[src/rtl/uart_pkg.sv]
`default_nettype none
// +----------------------------------------------------------------------+
// | uart_pkg                                                             |
// | Shared UART definitions: RX FSM encoding, parity modes, baud helper. |
// | Revision: 1.0                                                        |
// +----------------------------------------------------------------------+
package uart_pkg;

  typedef enum logic [2:0] {
    ST_IDLE      = 3'd0,
    ST_START     = 3'd1,
    ST_DATA      = 3'd2,
    ST_PARITY    = 3'd3,
    ST_STOP      = 3'd4,
    ST_WAIT_HIGH = 3'd5
  } rx_state_e;

  localparam int PAR_NONE = 0;
  localparam int PAR_ODD  = 1;
  localparam int PAR_EVEN = 2;

  function automatic int clks_per_bit(input int clk_hz, input int baud);
    return clk_hz / baud;
  endfunction

endpackage
`default_nettype wire

[src/rtl/sync_2ff.sv]
`default_nettype none
// +----------------------------------------------------------------------+
// | sync_2ff                                                             |
// | Single-bit two-flop synchroniser with configurable reset value.      |
// | Revision: 1.0                                                        |
// +----------------------------------------------------------------------+
module sync_2ff #(
  parameter logic RST_VAL = 1'b1
) (
  input  logic clk,
  input  logic rst_n,
  input  logic d_i,
  output logic q_o
);

  logic meta_q;
  logic sync_q;

  always_ff @(posedge clk or negedge rst_n) begin
    if (!rst_n) begin
      meta_q <= RST_VAL;
      sync_q <= RST_VAL;
    end else begin
      meta_q <= d_i;
      sync_q <= meta_q;
    end
  end

  assign q_o = sync_q;

endmodule
`default_nettype wire

[src/rtl/uart_rx_param.sv]
`default_nettype none
// +----------------------------------------------------------------------+
// | uart_rx_param                                                        |
// | Parametrised UART receiver with mid-bit sampling, parity/framing     |
// | checks and a single-entry valid/ready holding register.              |
// | Revision: 1.0                                                        |
// +----------------------------------------------------------------------+
module uart_rx_param
  import uart_pkg::*;
#(
  parameter int CLK_HZ    = 12000000,
  parameter int BAUD      = 115200,
  parameter int DATA_BITS = 8,
  parameter int PARITY    = 0,
  parameter int STOP_BITS = 1
) (
  input  logic                 clk,
  input  logic                 rst_n,
  input  logic                 rx,
  input  logic                 rx_enable,
  output logic [DATA_BITS-1:0] rx_data,
  output logic                 rx_valid,
  input  logic                 rx_ready,
  output logic                 parity_err,
  output logic                 frame_err,
  output logic                 overrun
);

  localparam int CLKS_PER_BIT = clks_per_bit(CLK_HZ, BAUD);
  localparam int HALF_BIT     = CLKS_PER_BIT / 2;
  localparam int CNT_W        = $clog2(CLKS_PER_BIT);
  localparam int IDX_W        = $clog2(DATA_BITS);

  localparam logic [CNT_W-1:0] BIT_LAST  = CNT_W'(CLKS_PER_BIT - 1);
  localparam logic [CNT_W-1:0] HALF_LAST = CNT_W'(HALF_BIT - 1);
  localparam logic [IDX_W-1:0] IDX_LAST  = IDX_W'(DATA_BITS - 1);
  localparam logic             STOP_LAST = 1'(STOP_BITS - 1);
  localparam logic             PAR_EXP   = (PARITY == PAR_ODD);

  logic                 rxs;
  rx_state_e            state_q, state_d;
  logic [CNT_W-1:0]     cnt_q, cnt_d;
  logic [IDX_W-1:0]     idx_q, idx_d;
  logic                 stop_idx_q, stop_idx_d;
  logic [DATA_BITS-1:0] shift_q, shift_d;
  logic                 par_err_q, par_err_d;
  logic                 frm_err_q, frm_err_d;
  logic                 bit_tick;
  logic                 frame_done;
  logic                 frame_err_now;

  logic [DATA_BITS-1:0] rx_data_q;
  logic                 rx_valid_q;
  logic                 parity_err_q;
  logic                 frame_err_q;
  logic                 overrun_q;

  sync_2ff #(
    .RST_VAL(1'b1)
  ) u_sync (
    .clk  (clk),
    .rst_n(rst_n),
    .d_i  (rx),
    .q_o  (rxs)
  );

  assign bit_tick = (cnt_q == BIT_LAST);

  always_comb begin
    state_d       = state_q;
    cnt_d         = cnt_q;
    idx_d         = idx_q;
    stop_idx_d    = stop_idx_q;
    shift_d       = shift_q;
    par_err_d     = par_err_q;
    frm_err_d     = frm_err_q;
    frame_done    = 1'b0;
    frame_err_now = frm_err_q;

    case (state_q)
      ST_IDLE: begin
        if (rx_enable && !rxs) begin
          state_d = ST_START;
          cnt_d   = '0;
        end
      end
      ST_START: begin
        // A line that is high again at mid start bit was only a glitch.
        if (cnt_q == HALF_LAST) begin
          if (rxs) begin
            state_d = ST_IDLE;
          end else begin
            state_d    = ST_DATA;
            cnt_d      = '0;
            idx_d      = '0;
            stop_idx_d = 1'b0;
            par_err_d  = 1'b0;
            frm_err_d  = 1'b0;
          end
        end else begin
          cnt_d = cnt_q + 1'b1;
        end
      end
      ST_DATA: begin
        if (bit_tick) begin
          cnt_d          = '0;
          shift_d[idx_q] = rxs;
          if (idx_q == IDX_LAST) begin
            state_d = (PARITY != PAR_NONE) ? ST_PARITY : ST_STOP;
          end else begin
            idx_d = idx_q + 1'b1;
          end
        end else begin
          cnt_d = cnt_q + 1'b1;
        end
      end
      ST_PARITY: begin
        if (bit_tick) begin
          cnt_d     = '0;
          par_err_d = (((^shift_q) ^ rxs) != PAR_EXP);
          state_d   = ST_STOP;
        end else begin
          cnt_d = cnt_q + 1'b1;
        end
      end
      ST_STOP: begin
        if (bit_tick) begin
          cnt_d         = '0;
          frame_err_now = frm_err_q | ~rxs;
          frm_err_d     = frame_err_now;
          if (stop_idx_q == STOP_LAST) begin
            frame_done = 1'b1;
            state_d    = frame_err_now ? ST_WAIT_HIGH : ST_IDLE;
          end else begin
            stop_idx_d = 1'b1;
          end
        end else begin
          cnt_d = cnt_q + 1'b1;
        end
      end
      ST_WAIT_HIGH: begin
        if (rxs) begin
          state_d = ST_IDLE;
        end
      end
      default: state_d = ST_IDLE;
    endcase
  end

  always_ff @(posedge clk or negedge rst_n) begin
    if (!rst_n) begin
      state_q    <= ST_IDLE;
      cnt_q      <= '0;
      idx_q      <= '0;
      stop_idx_q <= 1'b0;
      shift_q    <= '0;
      par_err_q  <= 1'b0;
      frm_err_q  <= 1'b0;
    end else begin
      state_q    <= state_d;
      cnt_q      <= cnt_d;
      idx_q      <= idx_d;
      stop_idx_q <= stop_idx_d;
      shift_q    <= shift_d;
      par_err_q  <= par_err_d;
      frm_err_q  <= frm_err_d;
    end
  end

  // Holding register: a completing frame may replace data in the same cycle it is consumed.
  always_ff @(posedge clk or negedge rst_n) begin
    if (!rst_n) begin
      rx_data_q    <= '0;
      rx_valid_q   <= 1'b0;
      parity_err_q <= 1'b0;
      frame_err_q  <= 1'b0;
      overrun_q    <= 1'b0;
    end else begin
      overrun_q <= 1'b0;
      if (frame_done) begin
        if (!rx_valid_q || rx_ready) begin
          rx_data_q    <= shift_q;
          parity_err_q <= par_err_q;
          frame_err_q  <= frame_err_now;
          rx_valid_q   <= 1'b1;
        end else begin
          overrun_q <= 1'b1;
        end
      end else if (rx_valid_q && rx_ready) begin
        rx_valid_q <= 1'b0;
      end
    end
  end

  assign rx_data    = rx_data_q;
  assign rx_valid   = rx_valid_q;
  assign parity_err = parity_err_q;
  assign frame_err  = frame_err_q;
  assign overrun    = overrun_q;

endmodule
`default_nettype wire

[config.mk]
export PLATFORM = sky130hd
export DESIGN_NAME = uart_rx_param
export DESIGN_NICKNAME = d
export VERILOG_FILES = /design/src/rtl/uart_pkg.sv /design/src/rtl/sync_2ff.sv /design/src/rtl/uart_rx_param.sv
export SDC_FILE = /design/constraint.sdc
export NUM_CORES = 1
export LEC_CHECK = 0
export ABC_AREA = 1
export CAP_MARGIN = 40
export CELL_PAD_IN_SITES_DETAIL_PLACEMENT = 1
export CELL_PAD_IN_SITES_GLOBAL_PLACEMENT = 2
export CORE_MARGIN = 2
export CORE_UTILIZATION = 35
export CTS_BUF_LIST = sky130_fd_sc_hd__clkbuf_8
export DETAILED_ROUTE_END_ITERATION = 10
export PLACE_DENSITY_LB_ADDON = 0.1
export RECOVER_POWER = 50
export SKIP_CTS_REPAIR_TIMING = 1
export SKIP_LAST_GASP = 1
export SLEW_MARGIN = 10
export SYNTH_ARGS = -nofsm -noshare
export SYNTH_HDL_FRONTEND = slang
export SYNTH_SLANG_ARGS = --single-unit
[constraint.sdc]
create_clock -name clk -period 3.39 [get_ports clk]
set_clock_uncertainty 0.05 [all_clocks]
set_input_delay 0.678 -clock clk [delete_from_list [all_inputs] [get_ports clk]]
set_output_delay 0.678 -clock clk [all_outputs]
set_load 0.01 [all_outputs]
### Word-level counts from Yosys, hierarchy flattened

Cells that the tools add are included.

* logic and storage cells: 106
* bits in latches: 0
* memory bits (read-only): 0
* register bits after elaboration: 38
* input port bits: 5
* memory bits (writable): 0
* memories: 0

* shifts and indexed selects: 0
* divide/modulo/power cells: 0
* reductions and logical operators: 23
* $mul: 0
* bitwise operators: 3
* $add $sub $neg: 2
* equality and inequality tests: 20
* muxes and demuxes: 42
* magnitude comparators: 2

Operators with widths (number)
* $mux 3: 13
* $mux 7: 4
* $pmux 7 s3: 1
* $ne 2x2->1 const B: 9
* $pmux 3 s6: 1
* $mux 1: 16
* $eq 3x3->1 const B: 3
* $bwmux 8: 1
* $reduce_and 4->1: 2
* $reduce_and 8->1: 1
* $reduce_bool 2->1: 4
* $reduce_xor 8->1: 1
* $add 7x1->7 const B: 1
* $eq 7x6->1 const B: 1
* $eq 7x7->1 const B: 1
* $eq 3x2->1 const B: 2
* $pmux 1 s2: 3
* $pmux 3 s2: 1
* $reduce_and 2->1: 3
* $reduce_and 3->1: 2
* $reduce_and 5->1: 1
* $lt 3x4->1 const B: 1
* $ne 2x1->1 const B: 2
* $add 3x1->3 const B: 1
* other kinds (14): 17

### Longest topological paths before layout

* depth after elaboration: 6
* mapped depth: 10
* depth with buffers taken out: 10

### Cells and area by module

A second synthesis with hierarchy kept.

* cell total of the unflattened synthesis: 271
* area total of the unflattened synthesis: 2074.5 µm²

By module, submodules not included
* uart_rx_param: times used 1, seq. area each 875.8 µm², area an instance 2021.9 µm², cells an instance 269
* sync_2ff: times used 1, seq. area each 52.6 µm², area an instance 52.6 µm², cells an instance 2

### Worst setup path before layout

No wires, ideal clock.

* kind: reg2reg
* from: register cnt_q[0]
* to: register shift_q[1]
* path buffers: 0
* setup slack: 1.812 ns
* period minus slack after synthesis: 1.578 ns
* required time: 3.208 ns
* arrival: 1.396 ns
* cell stages (with the launch flop): 9
* cells stage by stage: dfrtp_1 ha_1 nand2_2 nor3_4 inv_4 nor2_8 nand3_1 nand2_1 o21ai_1

* cells in the longest elaborated chain, start to end: 2

Ends and longest elaborated chain
* from (decl): RTL line uart_rx_param.sv:42 `logic [CNT_W-1:0] cnt_q, cnt_d;`
* from (signal assigned): RTL line uart_rx_param.sv:161 `cnt_q <= cnt_d;`
* $eq 7x7->1: RTL line uart_rx_param.sv:67 `assign bit_tick = (cnt_q == BIT_LAST);`
* $reduce_and 2->1 (no source line)
* to (signal assigned): RTL line uart_rx_param.sv:164 `shift_q <= shift_d;`
* to (decl): RTL line uart_rx_param.sv:45 `logic [DATA_BITS-1:0] shift_q, shift_d;`

Every way passes these cells.
A chain may end at the register's enable or synchronous reset.

### Final worst setup path

* from: register state_q[2]
* to: register state_q[2]

* cells in the longest elaborated chain, start to end: 3
* elaborated cells on any way between the ends: 16
* classes of those cells: eq/ne (13); mux (1); reduce/logical (2)

Ends and longest elaborated chain
* from (decl): RTL line uart_rx_param.sv:41 `rx_state_e state_q, state_d;`
* from (signal assigned): RTL line uart_rx_param.sv:160 `state_q <= state_d;`
* $eq 3x3->1, or another cell as far along: RTL line uart_rx_param.sv:80 `case (state_q)`
* $ne 2x1->1 (no source line) or $ne 2x2->1 (tied branches)
* $reduce_and 8->1 (no source line)

Several ways; a longest one is shown, not always the timed one.

==> impl_metrics.csv <==
group,metric,value,unit
route,vias_per_cell,4.84,
setup_path,worstSetupEndpointType,"register",
global_routing,grt_use_total,0.168,
hold_path,whs_path_depth,0,
clock_tree,tritoncts.num_buffers,5,
placed_design,hpwl,3580,um
route,drt_iter0_markers,79,
clock_tree,cts_tree,"done",
route,ant_nets,0,
clock_tree,cts_root_buffer,"clkbuf_8",
layout,design_area,0.00231,sq mm
pwr,power.internal,0.749,mW
synthesis,netlist_instances,267,
pwr,p_per_area,552,mW/mm^2
synthesis,yosys_warnings,0,
global_routing,gr-total-overflow,0,
pwr,combinationalPowerShare,0.333,
setup_path,cp_max_fo,8,
route,wl,4620,um
route,via_count,1747,
placed_design,place_area,0.00225,sq mm
clock_tree,clk_latency,0.29,ns
global_routing,antenna_found_initial,0,
synthesis,synth_top_cell_area_share,0.439,
route,drtPass1Iterations,4,
route,drc_errors,0,
floorplanning,core,0.00551,sq mm
setup_path,critPathLaunchType,"register",
placed_design,dp_cells,353,
global_routing,grt_pass1_vias,1742,
global_routing,grt_max_degree,28,
synthesis,synth_nets,275,
synthesis,ys_ff_latch,37,
route,avgRoutedWirePerCell,12.8,um
hold_path,min_path_type,"register to register",
placed_design,portBuffers,16,
setup_path,regToRegStartpoint,"state_q[2]",
sta,rsz0062_at_grt,"false",
pwr,swShare,0.412,
synthesis,synth_area,0.00200,sq mm
setup_path,r2r-end,"state_q[2]",
sta,slew_headroom,0.0227,
layout,stdcell_count,361,
pwr,peakVddDrop,0.000341,V
sta,timing.final.ws_setup,1.16,ns
synthesis,yosysTopAreaCell,"dfrtp_1",
setup_path,rrSetupSlack,1.16,ns
sta,hold_viol,0,
sta,fin_crit,2.23,ns
layout,num-nets-final,296,
layout,n_antenna_cell,0,
sta,max_freq,448,MHz
synthesis,synth.distinct_cells,28,
pwr,total_power,1.27,mW
hold_path,min_from,"u_sync.meta_q",
synthesis,synth_area_leaders,"dfrtp_1, nand2_1, inv_1",
floorplanning,die_x,79.5,um
pwr,power_leakage,1.15,nW
pwr,switchingPower,0.524,mW
sta,setup-violations-final,0,
clock_tree,cts_max_level,2,
sta,slew_viol_final,0,
setup_path,rr_worst_depth,5,
layout,syn_to_final_growth,15.6,%
pwr,sequentialPowerShare,0.427,
synthesis,seq_area_frac_synth,0.465,
clock_tree,clk_pin_slew,0.07,ns
sta,worst_pin_slew,1.47,ns
sta,tns,0,ns
setup_path,critical_path_class,"register to register",
floorplanning,rows,27,
floorplanning,die_area,0.00632,sq mm
floorplanning,die_h,79.5,um
flow_run,drv_cap,0,
pwr,clkPwrFrac,0.239,
placed_design,place_ws,1.32,ns
run_status,status,"complete, no violations",
global_routing,grt_pass1_wl,8310,um
clock_tree,clock_path_buffers,2,
floorplanning,ioPinCount,17,
layout,drive_gt1_frac,0.0692,
placed_design,place_congestion,0.703,
hold_path,hold_end,"u_sync.q_o",
sta,fin_crit_sh,0.658,
clock_tree,cts_sinks,37,
synthesis,avgSynthCellArea,7.47,sq um
floorplanning,initial_core_util,0.362,
layout,nFillCells,703,
setup_path,required,3.54,ns
setup_path,cp.arrival,2.38,ns
-- cells in the final DEF (no fill, tap or decap), drive strengths merged --
master and n:
dlygate4sd3 3, o21a 1, nor2 21, a21oi 2, o21ai 30, or2 1, clkinv 2, nand3b 1
dfstp 2, clkdlybuf4s50 12, ha 3, nand3 26, nand4 4, dfrtp 35, o21bai 1, xor2 2
inv 35, clkbuf 7, nand2 97, nor3 4
-- state kept, by name (all words and copies together) (netlist names), 3 cells and up --
name / flops
rx_data: 8
idx_q: 3
cnt_q: 7
state_q: 3
shift_q: 8
-- cell families (layout without fill, tap and decap cells) --
group | count (synthesis) | after routing | share of synthesized area
compound gates | 34 | 34 | 0.0897
flops | 37 | 37 | 0.465
fa+ha+maj | 3 | 3 | 0.0188
buf+inv | 37 | 59 | 0.0721
xor+xnor | 2 | 2 | 0.00878
simple gates | 154 | 154 | 0.345
-- through the flow --
| stage | hold WS, ns | util |
|---|---|---|
| floorplan | 0.295 | - |
| global placement | 0.295 | 0.404 |
| detailed placement | 0.297 | 0.408 |
| CTS | 0.211 | 0.423 |
| global route | 0.316 | 0.419 |
| finish | 0.308 | 0.419 |
-- area by class of cell --
cell class              count  area (sq um)  share of cell area
flip-flops and latches     37           928               0.402
multi-input cells         193           918               0.398
repair buffers             17           158              0.0683
inverters                  34           130              0.0564
well taps                  72          90.1              0.0390
clock buffers               5          68.8              0.0298
clock inverters             3          13.8             0.00597
-- routing by layer --
| metal | global-route usage | vias to the layer above | share of wire |
|---|---|---|---|
| met4 | 0.0724 | 0 | 0.013 |
| met1 | 0.240 | 825 | 0.55 |
| met3 | 0.0317 | 5 | 0.032 |
| met5 | 0 | - | 0 |
| met2 | 0.248 | 22 | 0.40 |
| li1 | - | 895 | - |
-- synthesized netlist by cell type --
master    instances
clkbuf_1          1
dfstp_2           2
xor2_1            2
nand4_1           4
o21a_1            1
ha_1              3
a21oi_1           2
o21ai_2           1
nor3_2            1
nand2_1          95
o21ai_0           8
nor2_1           18
o21bai_1          1
nor3_4            1
nand3_2           2
o21ai_1          21
or2_2             1
buf_2             2
nand3b_1          1
dfrtp_1          35
nor2_2            1
nor3_1            2
nor2_4            1
nand2_2           2
nor2_8            1
nand3_1          24
inv_4             1
inv_1            33
-- how the worst max path moves through the flow --
stage | start | to
6_report | state_q[2] | state_q[2]
3_3_place_gp | rx_ready | parity_err
4_1_cts | cnt_q[0] | frame_err
2_1_floorplan | cnt_q[0] | shift_q[1]
5_1_grt | rst_n | frame_err
3_5_place_dp | rx_ready | frame_err
-- power groups by stage --
stage	Clock, mW	Sequential (mW)	Combinational, mW
detailed placement	0	0.555	0.431
global route	0.331	0.553	0.495
finish	0.305	0.544	0.424
CTS	0.315	0.546	0.434
global placement	0	0.552	0.422
floorplan	0	0.540	0.321
-- worst max-delay path, stage by stage (launching register included) --
cell     delay (ns)
dfrtp_1        0.45
nor3_1         0.85
nand2_1        0.31
o21ai_2        0.18
nor2_2         0.09
o21ai_0        0.21
Power figures use the tool's default switching activity.
